**config.mk**
```make
export PLATFORM = sky130hd
export DESIGN_NAME = tx_msg_seq_1553
export DESIGN_NICKNAME = d
export VERILOG_FILES = /design/src/rtl/core_1553_pkg.sv /design/src/rtl/tx_msg_seq_1553.sv
export SDC_FILE = /design/constraint.sdc
export NUM_CORES = 1
export LEC_CHECK = 0
export ABC_AREA = 1
export CORE_MARGIN = 2
export CORE_UTILIZATION = 40
export CTS_CLUSTER_SIZE = 8
export DETAILED_ROUTE_END_ITERATION = 8
export PLACE_DENSITY_LB_ADDON = 0.05
export SYNTH_ARGS = -nofsm -noshare
export SYNTH_HDL_FRONTEND = slang
export SYNTH_SLANG_ARGS = --single-unit
```
**constraint.sdc**
```tcl
create_clock -name enc_clk -period 2.9 [get_ports enc_clk]
set_clock_uncertainty 0.05 [all_clocks]
set_input_delay 0.58 -clock enc_clk [delete_from_list [all_inputs] [get_ports enc_clk]]
set_output_delay 0.58 -clock enc_clk [all_outputs]
set_load 0.02 [all_outputs]
```
**src/rtl/core_1553_pkg.sv**
```systemverilog
// Shared constants and state encoding for the 1553 transmit message sequencer.
// Optional feature macro: TX_IMG_EN adds the inter-message gap (GAP) state.
package core_1553_pkg;

    localparam int unsigned WordW       = 16;
    localparam int unsigned MaxWordsDef = 32;
    localparam int unsigned ImgClksDef  = 8;
    localparam int unsigned CntW        = 6;

    typedef enum logic [2:0] {
        StIdle    = 3'd0,
        StSendCsw = 3'd1,
        StWaitHi  = 3'd2,
        StWaitLo  = 3'd3,
        StSendDw  = 3'd4,
`ifdef TX_IMG_EN
        StGap     = 3'd5,
`endif
        StDrain   = 3'd6
    } tx_state_e;

    // Requested word count limited to the per-message maximum.
    function automatic logic [CntW-1:0] clamp_nwords(input logic [CntW-1:0] n,
                                                      input int unsigned   max_w);
        return (32'(n) > max_w) ? CntW'(max_w) : n;
    endfunction

endpackage

```
**src/rtl/tx_msg_seq_1553.sv**
```systemverilog
// 1553 transmit message sequencer: sends one command/status word followed by up to
// MAX_WORDS data words, prefetching each data word while the encoder is busy.
// Optional feature macro: TX_IMG_EN inserts an IMG_CLKS-cycle gap before msg_done.
module tx_msg_seq_1553
    import core_1553_pkg::*;
#(
    parameter int unsigned IMG_CLKS  = ImgClksDef,
    parameter int unsigned MAX_WORDS = MaxWordsDef
) (
    input  logic             enc_clk,
    input  logic             rst_n,
    input  logic             msg_start,
    input  logic [WordW-1:0] msg_cmd,
    input  logic [CntW-1:0]  msg_nwords,
    input  logic             msg_abort,
    output logic             msg_busy,
    output logic             msg_done,
    output logic             dw_req,
    output logic [4:0]       dw_idx,
    input  logic             dw_ack,
    input  logic [WordW-1:0] dw_data,
    output logic [WordW-1:0] tx_dword,
    output logic             tx_csw,
    output logic             tx_dw,
    input  logic             tx_busy,
    output logic             err_underrun
);

    tx_state_e        state_q;
    logic [WordW-1:0] cmd_q;
    logic [CntW-1:0]  nwords_q;
    logic [CntW-1:0]  fetch_cnt_q;   // words captured from the data source
    logic [CntW-1:0]  sent_cnt_q;    // words handed to the encoder
    logic             held_q;
    logic [WordW-1:0] held_data_q;
`ifdef TX_IMG_EN
    logic [15:0]      gap_cnt_q;
`endif

    logic             msg_busy_q;
    logic             msg_done_q;
    logic             dw_req_q;
    logic [4:0]       dw_idx_q;
    logic [WordW-1:0] tx_dword_q;
    logic             tx_csw_q;
    logic             tx_dw_q;
    logic             err_underrun_q;

    logic             ack_take;
    logic             dw_consume;
    logic             held_after;
    logic [CntW-1:0]  fetch_after;
    logic             active_st;
    logic             req_cont;
    logic [CntW-1:0]  nwords_clamped;

    // Prefetch bookkeeping as it will stand after this cycle; abort masks the ack.
    always_comb begin
        ack_take       = dw_req_q & dw_ack & ~msg_abort;
        dw_consume     = (state_q == StSendDw) & ~tx_busy & ~msg_abort;
        held_after     = (held_q | ack_take) & ~dw_consume;
        fetch_after    = fetch_cnt_q + {{(CntW-1){1'b0}}, ack_take};
        active_st      = (state_q == StSendCsw) || (state_q == StWaitHi) ||
                         (state_q == StWaitLo)  || (state_q == StSendDw);
        req_cont       = active_st & ~held_after & (fetch_after < nwords_q);
        nwords_clamped = clamp_nwords(msg_nwords, MAX_WORDS);
    end

    // Message FSM with registered strobes, handshake and status outputs.
    always_ff @(posedge enc_clk or negedge rst_n) begin
        if (!rst_n) begin
            state_q        <= StIdle;
            cmd_q          <= '0;
            nwords_q       <= '0;
            fetch_cnt_q    <= '0;
            sent_cnt_q     <= '0;
            held_q         <= 1'b0;
            held_data_q    <= '0;
`ifdef TX_IMG_EN
            gap_cnt_q      <= '0;
`endif
            msg_busy_q     <= 1'b0;
            msg_done_q     <= 1'b0;
            dw_req_q       <= 1'b0;
            dw_idx_q       <= '0;
            tx_dword_q     <= '0;
            tx_csw_q       <= 1'b0;
            tx_dw_q        <= 1'b0;
            err_underrun_q <= 1'b0;
        end else begin
            msg_done_q     <= 1'b0;
            err_underrun_q <= 1'b0;
            tx_csw_q       <= 1'b0;
            tx_dw_q        <= 1'b0;
            dw_req_q       <= req_cont;
            dw_idx_q       <= fetch_after[4:0];
            held_q         <= held_after;
            fetch_cnt_q    <= fetch_after;
            if (ack_take) begin
                held_data_q <= dw_data;
            end

            if ((state_q != StIdle) && (state_q != StDrain) && msg_abort) begin
                state_q  <= StDrain;
                dw_req_q <= 1'b0;
                held_q   <= 1'b0;
            end else begin
                unique case (state_q)
                    StIdle: begin
                        msg_busy_q <= 1'b0;
                        if (msg_start) begin
                            cmd_q       <= msg_cmd;
                            nwords_q    <= nwords_clamped;
                            fetch_cnt_q <= '0;
                            sent_cnt_q  <= '0;
                            held_q      <= 1'b0;
                            msg_busy_q  <= 1'b1;
                            dw_req_q    <= (nwords_clamped != '0);
                            dw_idx_q    <= '0;
                            state_q     <= StSendCsw;
                        end
                    end
                    StSendCsw: begin
                        if (!tx_busy) begin
                            tx_csw_q   <= 1'b1;
                            tx_dword_q <= cmd_q;
                            state_q    <= StWaitHi;
                        end
                    end
                    StWaitHi: begin
                        if (tx_busy) begin
                            state_q <= StWaitLo;
                        end
                    end
                    StWaitLo: begin
                        if (!tx_busy) begin
                            if (sent_cnt_q < nwords_q) begin
                                if (held_q) begin
                                    state_q <= StSendDw;
                                end else begin
                                    // Data source missed the slot: abandon the message.
                                    err_underrun_q <= 1'b1;
                                    dw_req_q       <= 1'b0;
                                    state_q        <= StIdle;
                                end
                            end else begin
                                dw_req_q <= 1'b0;
`ifdef TX_IMG_EN
                                gap_cnt_q <= '0;
                                state_q   <= StGap;
`else
                                msg_done_q <= 1'b1;
                                state_q    <= StIdle;
`endif
                            end
                        end
                    end
                    StSendDw: begin
                        if (!tx_busy) begin
                            tx_dw_q    <= 1'b1;
                            tx_dword_q <= held_data_q;
                            sent_cnt_q <= sent_cnt_q + 1'b1;
                            state_q    <= StWaitHi;
                        end
                    end
`ifdef TX_IMG_EN
                    StGap: begin
                        if (32'(gap_cnt_q) + 32'd1 >= IMG_CLKS) begin
                            msg_done_q <= 1'b1;
                            state_q    <= StIdle;
                        end else begin
                            gap_cnt_q <= gap_cnt_q + 16'd1;
                        end
                    end
`endif
                    StDrain: begin
                        if (!tx_busy) begin
                            msg_busy_q <= 1'b0;
                            state_q    <= StIdle;
                        end
                    end
                    default: begin
                        state_q <= StIdle;
                    end
                endcase
            end
        end
    end

    assign msg_busy     = msg_busy_q;
    assign msg_done     = msg_done_q;
    assign dw_req       = dw_req_q;
    assign dw_idx       = dw_idx_q;
    assign tx_dword     = tx_dword_q;
    assign tx_csw       = tx_csw_q;
    assign tx_dw        = tx_dw_q;
    assign err_underrun = err_underrun_q;

endmodule

```
; ---- After elaboration in Yosys (flattened, before gate mapping)
; Index checks and enable logic that the tools add are counted.
[word_totals]
reg_bits = 81
inputBits = 44
wordCells = 113
[op_classes]
n_addsub = 2
order_cmp = 3
n_eq_ne = 15
n_mux = 48
bitwise = 13
reduce_logical = 17
[op_table]
columns = op, count
row1 = $mux W6, 6
row2 = $mux W16, 2
row3 = $pmux W16 S2, 1
row4 = $mux W1, 24
row5 = $mux W3, 8
row6 = $mux W5, 3
row7 = $pmux W3 S5, 1
row8 = $lt A6 B6 Y1, 2
row9 = $pmux W6 S2, 1
row10 = $ne A3 B2 Y1 const B, 3
row11 = $ne A3 B3 Y1 const B, 3
row12 = $ne A2 B2 Y1 const B, 4
row13 = $reduce_and A4 Y1, 2
row14 = $and A1 B1 Y1, 7
row15 = $add A6 B1 Y6, 1
row16 = $add A6 B1 Y6 const B, 1
row17 = $eq A3 B2 Y1 const B, 2
row18 = $eq A3 B3 Y1 const B, 2
row19 = $gt A6 B6 Y1 const B, 1
row20 = $reduce_and A3 Y1, 2
row21 = $reduce_bool A2 Y1, 3
row22 = $reduce_bool A6 Y1, 1
row23 = $not A1 Y1, 5
row24 = $reduce_and A5 Y1, 1
row25 = other kinds (8), 12

; ---- Longest topological paths before layout
[logic_depth]
ltp_word = 13
mapped_depth = 17
depth_no_buf = 16

; ---- Worst setup path before layout
; OpenSTA, ideal clock, no wires.
[synth_path]
path_kind = input-to-reg
start = in msg_abort
end = reg dw_req_q (netlist: dw_req)
setup_time_ns = 0.065
arrival_time_ns = 2.487
t_required_ns = 2.785
slack_ns = 0.298
path_stages = 17
path_cell_list = inv_1 nand3_1 inv_1 clkbuf_1 ha_1 nand3_1 nand3b_1 xor2_1 inv_1 ha_1 nand2_1 nor2_1 nor2_1 nand4_1 nor2_1 nand3_1 nand2_1
[synth_between]
elab_chain_cells = 12
[synth_rtl]
columns = element, line_no
row1 = start: declaration, tx_msg_seq_1553.sv:15  ; input logic msg_abort,
row2 = $not A1 Y1 (*), tx_msg_seq_1553.sv:59  ; ack_take = dw_req_q & dw_ack & ~msg_abort;
row3 = $and A1 B1 Y1 (*), tx_msg_seq_1553.sv:59
row4 = net ack_take, tx_msg_seq_1553.sv:49  ; logic ack_take;
row5 = branches (longest 4 deep; another with $add A6 B1 Y6), n/a
row6 = $and A1 B1 Y1 (*), tx_msg_seq_1553.sv:65  ; req_cont = active_st & ~held_after & (fetch_after < nwords_q);
row7 = $mux W1, tx_msg_seq_1553.sv:138  ; if (held_q) begin
row8 = $mux W1, tx_msg_seq_1553.sv:137  ; if (sent_cnt_q < nwords_q) begin
row9 = $mux W1, tx_msg_seq_1553.sv:136  ; if (!tx_busy) begin
row10 = $pmux W1 S2 (*), tx_msg_seq_1553.sv:108  ; unique case (state_q)
row11 = $mux W1 (*), tx_msg_seq_1553.sv:103  ; if ((state_q != StIdle) && (state_q != StDrain) && msg_abort) begin
row12 = end signal: assignment, tx_msg_seq_1553.sv:95  ; dw_req_q <= req_cont;
row13 = end signal: assignment, tx_msg_seq_1553.sv:118  ; dw_req_q <= (nwords_clamped != '0);
row14 = end: declaration, tx_msg_seq_1553.sv:42  ; logic dw_req_q;
; Mark *: on every way through the listed nets, which the timed path passes.
; A chain may end at the register's enable or synchronous reset.

; ---- Worst setup path in the final report
[layout_path]
start = in msg_abort
end = reg dw_req_q (netlist: dw_req)
[layout_between]
elab_chain_cells = 12
[layout_rtl]
columns = element, line_no
row1 = branches (longest 11 deep; another with $add A6 B1 Y6), n/a
row2 = $mux W1 (*), tx_msg_seq_1553.sv:103
; Mark *: on every way between the ends.

==> qor.txt <==
ANT cells: 0
Bufs on Longest Clock Path: 2
CTS tree: built
Kind of critical path: in2reg
Die area: 0.0100 mm²
Run status: finished clean
Pwr/cell area: 896 mW/mm²
Setup Fix Bufs, Post-CTS: 0
Critical Path Sink Type: flip-flop
Worst-Margin Slew: 0.585 ns
Drt total wl: 8240 µm
Detailed Routing Iterations Pass 1: 4
ANT nets after route: 0
Syn_nets: 513
Worst path cell trace: clkdlybuf4s50_1 -> inv_1 -> nand3_1 -> inv_1 -> ha_1 -> ha_1 -> nand3_1 -> xor2_1 -> inv_1 -> ha_1 -> nand2_1 -> nor2_1 -> nor2_1 -> nand4_1 -> nor2_1 -> nand3_1 -> nand2_1
Final core utilization: 51.8%
Post_cts resized: 0
First-pass GRT wire length: 14000 µm
Flops & latches, synth: 76
Yosys top cell by area: dfrtp_1
Most common cell in the netlist: nand2_1
Post-synth EDFFs: 0
Crit-path max cell delay: 0.48 ns
Family with the most delay on the worst path: simple AND/OR/NAND/NOR gates
Slew Limit Fails: 0
Worst Path Buf+Inv: 4
Layout cells sized above 1: 7.29%
Max-Cap Viols: 0
Clock Tree Root: clkbuf_8
Worst Path Max Fanout: 2
Drt drc: 0
RSZ-0062 raised after global routing: false
I/O Pins: 71
Crit path launch: msg_abort
HPWL Detailed: 5710 µm
Fraction of synthesized area in multiplexers: 0%
Yosys top cell area share: 51.4%
Die Ht: 100 µm
Total CTS buffers: 9
Mapped cell area: 0.00370 mm²
Vias per Instance: 4.64
# setup viols final: 0
Asr flop ratio synth: 100%
Clock latency on the worst-skew pair: 0.34 ns
Port buffer count: 70
Period utilisation layout: 91.7%
Vias in the first global route: 2973
Syn-to-layout area delta: 27.5%
Top_reg_cell synth: dfrtp_1
Row count: 35
Critical path arrival: 2.89 ns
F_max: 0.376 GHz
Nets@finish: 588
Detailed-route via count: 3000
Simple-gate portion of the synthesized area: 22.8%
Reg2reg start: dw_req$_DFF_PN0_
XOR/XNOR share of the synthesized area: 1.66%
Detailed Route Iter0 Violations: 114
Core ar.: 0.00911 mm²
Initial antenna violation count: 0
Largest family of logic cells by synthesized area: simple AND/OR/NAND/NOR gates
Yosys warnings: 0
Total GRT Usage: 17.6%
HP Class: in2async
Register area share after synthesis: 51.4%
Data required, critical path: 3.13 ns
Num Clock Sinks: 76
LEAKAGE: 2.40 nW
Post-synthesis adder-cell area fraction: 4.39%
CTS Hold Buffers Added: 0
Die Wd: 100 µm
Depth of the CTS H-tree: 3
Worst rel slew slack: 61.0%
RePlAce Congestion: 0.813
Unique masters post-synth: 30
Worst Slack Setup Final: 0.242 ns
Crit-path slowest cell: clkdlybuf4s50_1
Commonest cells post-synth: 141 x nand2_1, 76 x dfrtp_1, 67 x inv_1
Reg clk slew, reported paths: 0.08 ns
Final Critical Period: 2.66 ns
Max rail drop VDD: 0.317 mV
Largest net degree at the start of global routing: 45
Compound-Gate Fraction of Synth Area: 9.76%
Final hold vios: 0
Setup crit start kind: primary input
Routed length per placed instance: 12.8 µm
Hold Slack: 0.178 ns
Syn Area/Cell: 8.12 µm²
Largest cells by area after synthesis: dfrtp_1 51%, nand2_1 14%, inv_1 6.8%, o21ai_0 5.7%, ha_1 4.4%
Post-synthesis cell count: 456
Total grt overflow: 0
Starting Density: 40.7%
Setup WS pre-CTS: -0.0499 ns
-- final timing paths --
kind	end	slack (ns)	cells after the start
max	dw_req$_DFF_PN0_	0.24	17
min	state_q[1]$_DFFE_PN0P_	0.18	1
max reg2reg	dw_req$_DFF_PN0_	0.60	15
min reg2reg	cmd_q[1]$_DFFE_PN0P_	0.43	2
max in group asynchronous	msg_busy$_DFFE_PN0P_	1.94	2
min in group enc_clk	cmd_q[1]$_DFFE_PN0P_	0.43	2
-- cells by family after synthesis --
logic type / Yosys count
adders and majority gates: 13
xor gates and xnor gates: 7
buffers and inverters: 90
DFF: 76
AOI/OAI and AO/OA: 69
and+or+nand+nor: 201
-- per-stage QoR --
| stage | setup TNS (ns) | std cells | area, µm² | total power [mW] |
|---|---|---|---|---|
| 2_1_floorplan | 0 | 456 | 3700 | 2.85 |
| 3_3_place_gp | 0 | 631 | 4530 | 3.44 |
| 3_5_place_dp | -0.0499 | 631 | 4530 | 3.46 |
| 4_1_cts | 0 | 646 | 4720 | 4.29 |
| 5_1_grt | 0 | 646 | 4720 | 4.61 |
| 6_report | 0 | 646 | 4720 | 4.23 |
-- layer usage --
metal / part of all wire [%] / routed length, µm / up-vias / global-route usage [%]
met5: 0 / 0 / - / 0
met4: 0.97 / 80 / 0 / 6.01
met3: 2.9 / 236 / 6 / 2.99
met2: 45 / 3710 / 45 / 27.9
met1: 51 / 4220 / 1383 / 24.6
li1: - / - / 1566 / -
-- layout by cell type, fill, tap and decap left out, types with 4 or more instances in the layout --
cell             Yosys  routed
nand2_1            141     141
dfrtp_1             76      76
clkdlybuf4s50_1      0      69
inv_1               67      67
o21ai_0             42      42
nor2_1              27      27
nand3_1             18      18
o21ai_1             14      14
buf_4                8      14
ha_1                13      13
clkbuf_8             0       9
xor2_1               7       7
a21oi_1              6       6
inv_2                4       4
nand4_1              4       4
-- where the power goes --
group	switching (mW)	internal [mW]
clock	0.402	0.394
combinational	1.04	0.707
sequential	0.215	1.47
-- area by class of cell --
| cell class | count | area, µm² |
|---|---|---|
| timing repair buffer | 83 | 796 |
| inverter | 71 | 267 |
| clock inverter | 6 | 65.1 |
| clock buffer | 9 | 124 |
| tap | 111 | 139 |
| multi-input combinational | 290 | 1430 |
| sequential | 76 | 1900 |
| fill | 899 | 4390 |
-- state kept, by name, summed over array words and instances (netlist names), 2 cells and up --
| register | cells |
|---|---|
| state_q | 3 |
| held_data_q | 16 |
| fetch_cnt_q | 2 |
| cmd_q | 16 |
| tx_dword | 16 |
| dw_idx | 4 |
| sent_cnt_q | 6 |
| nwords_q | 6 |
No activity file was read; power rests on OpenSTA's default activity.
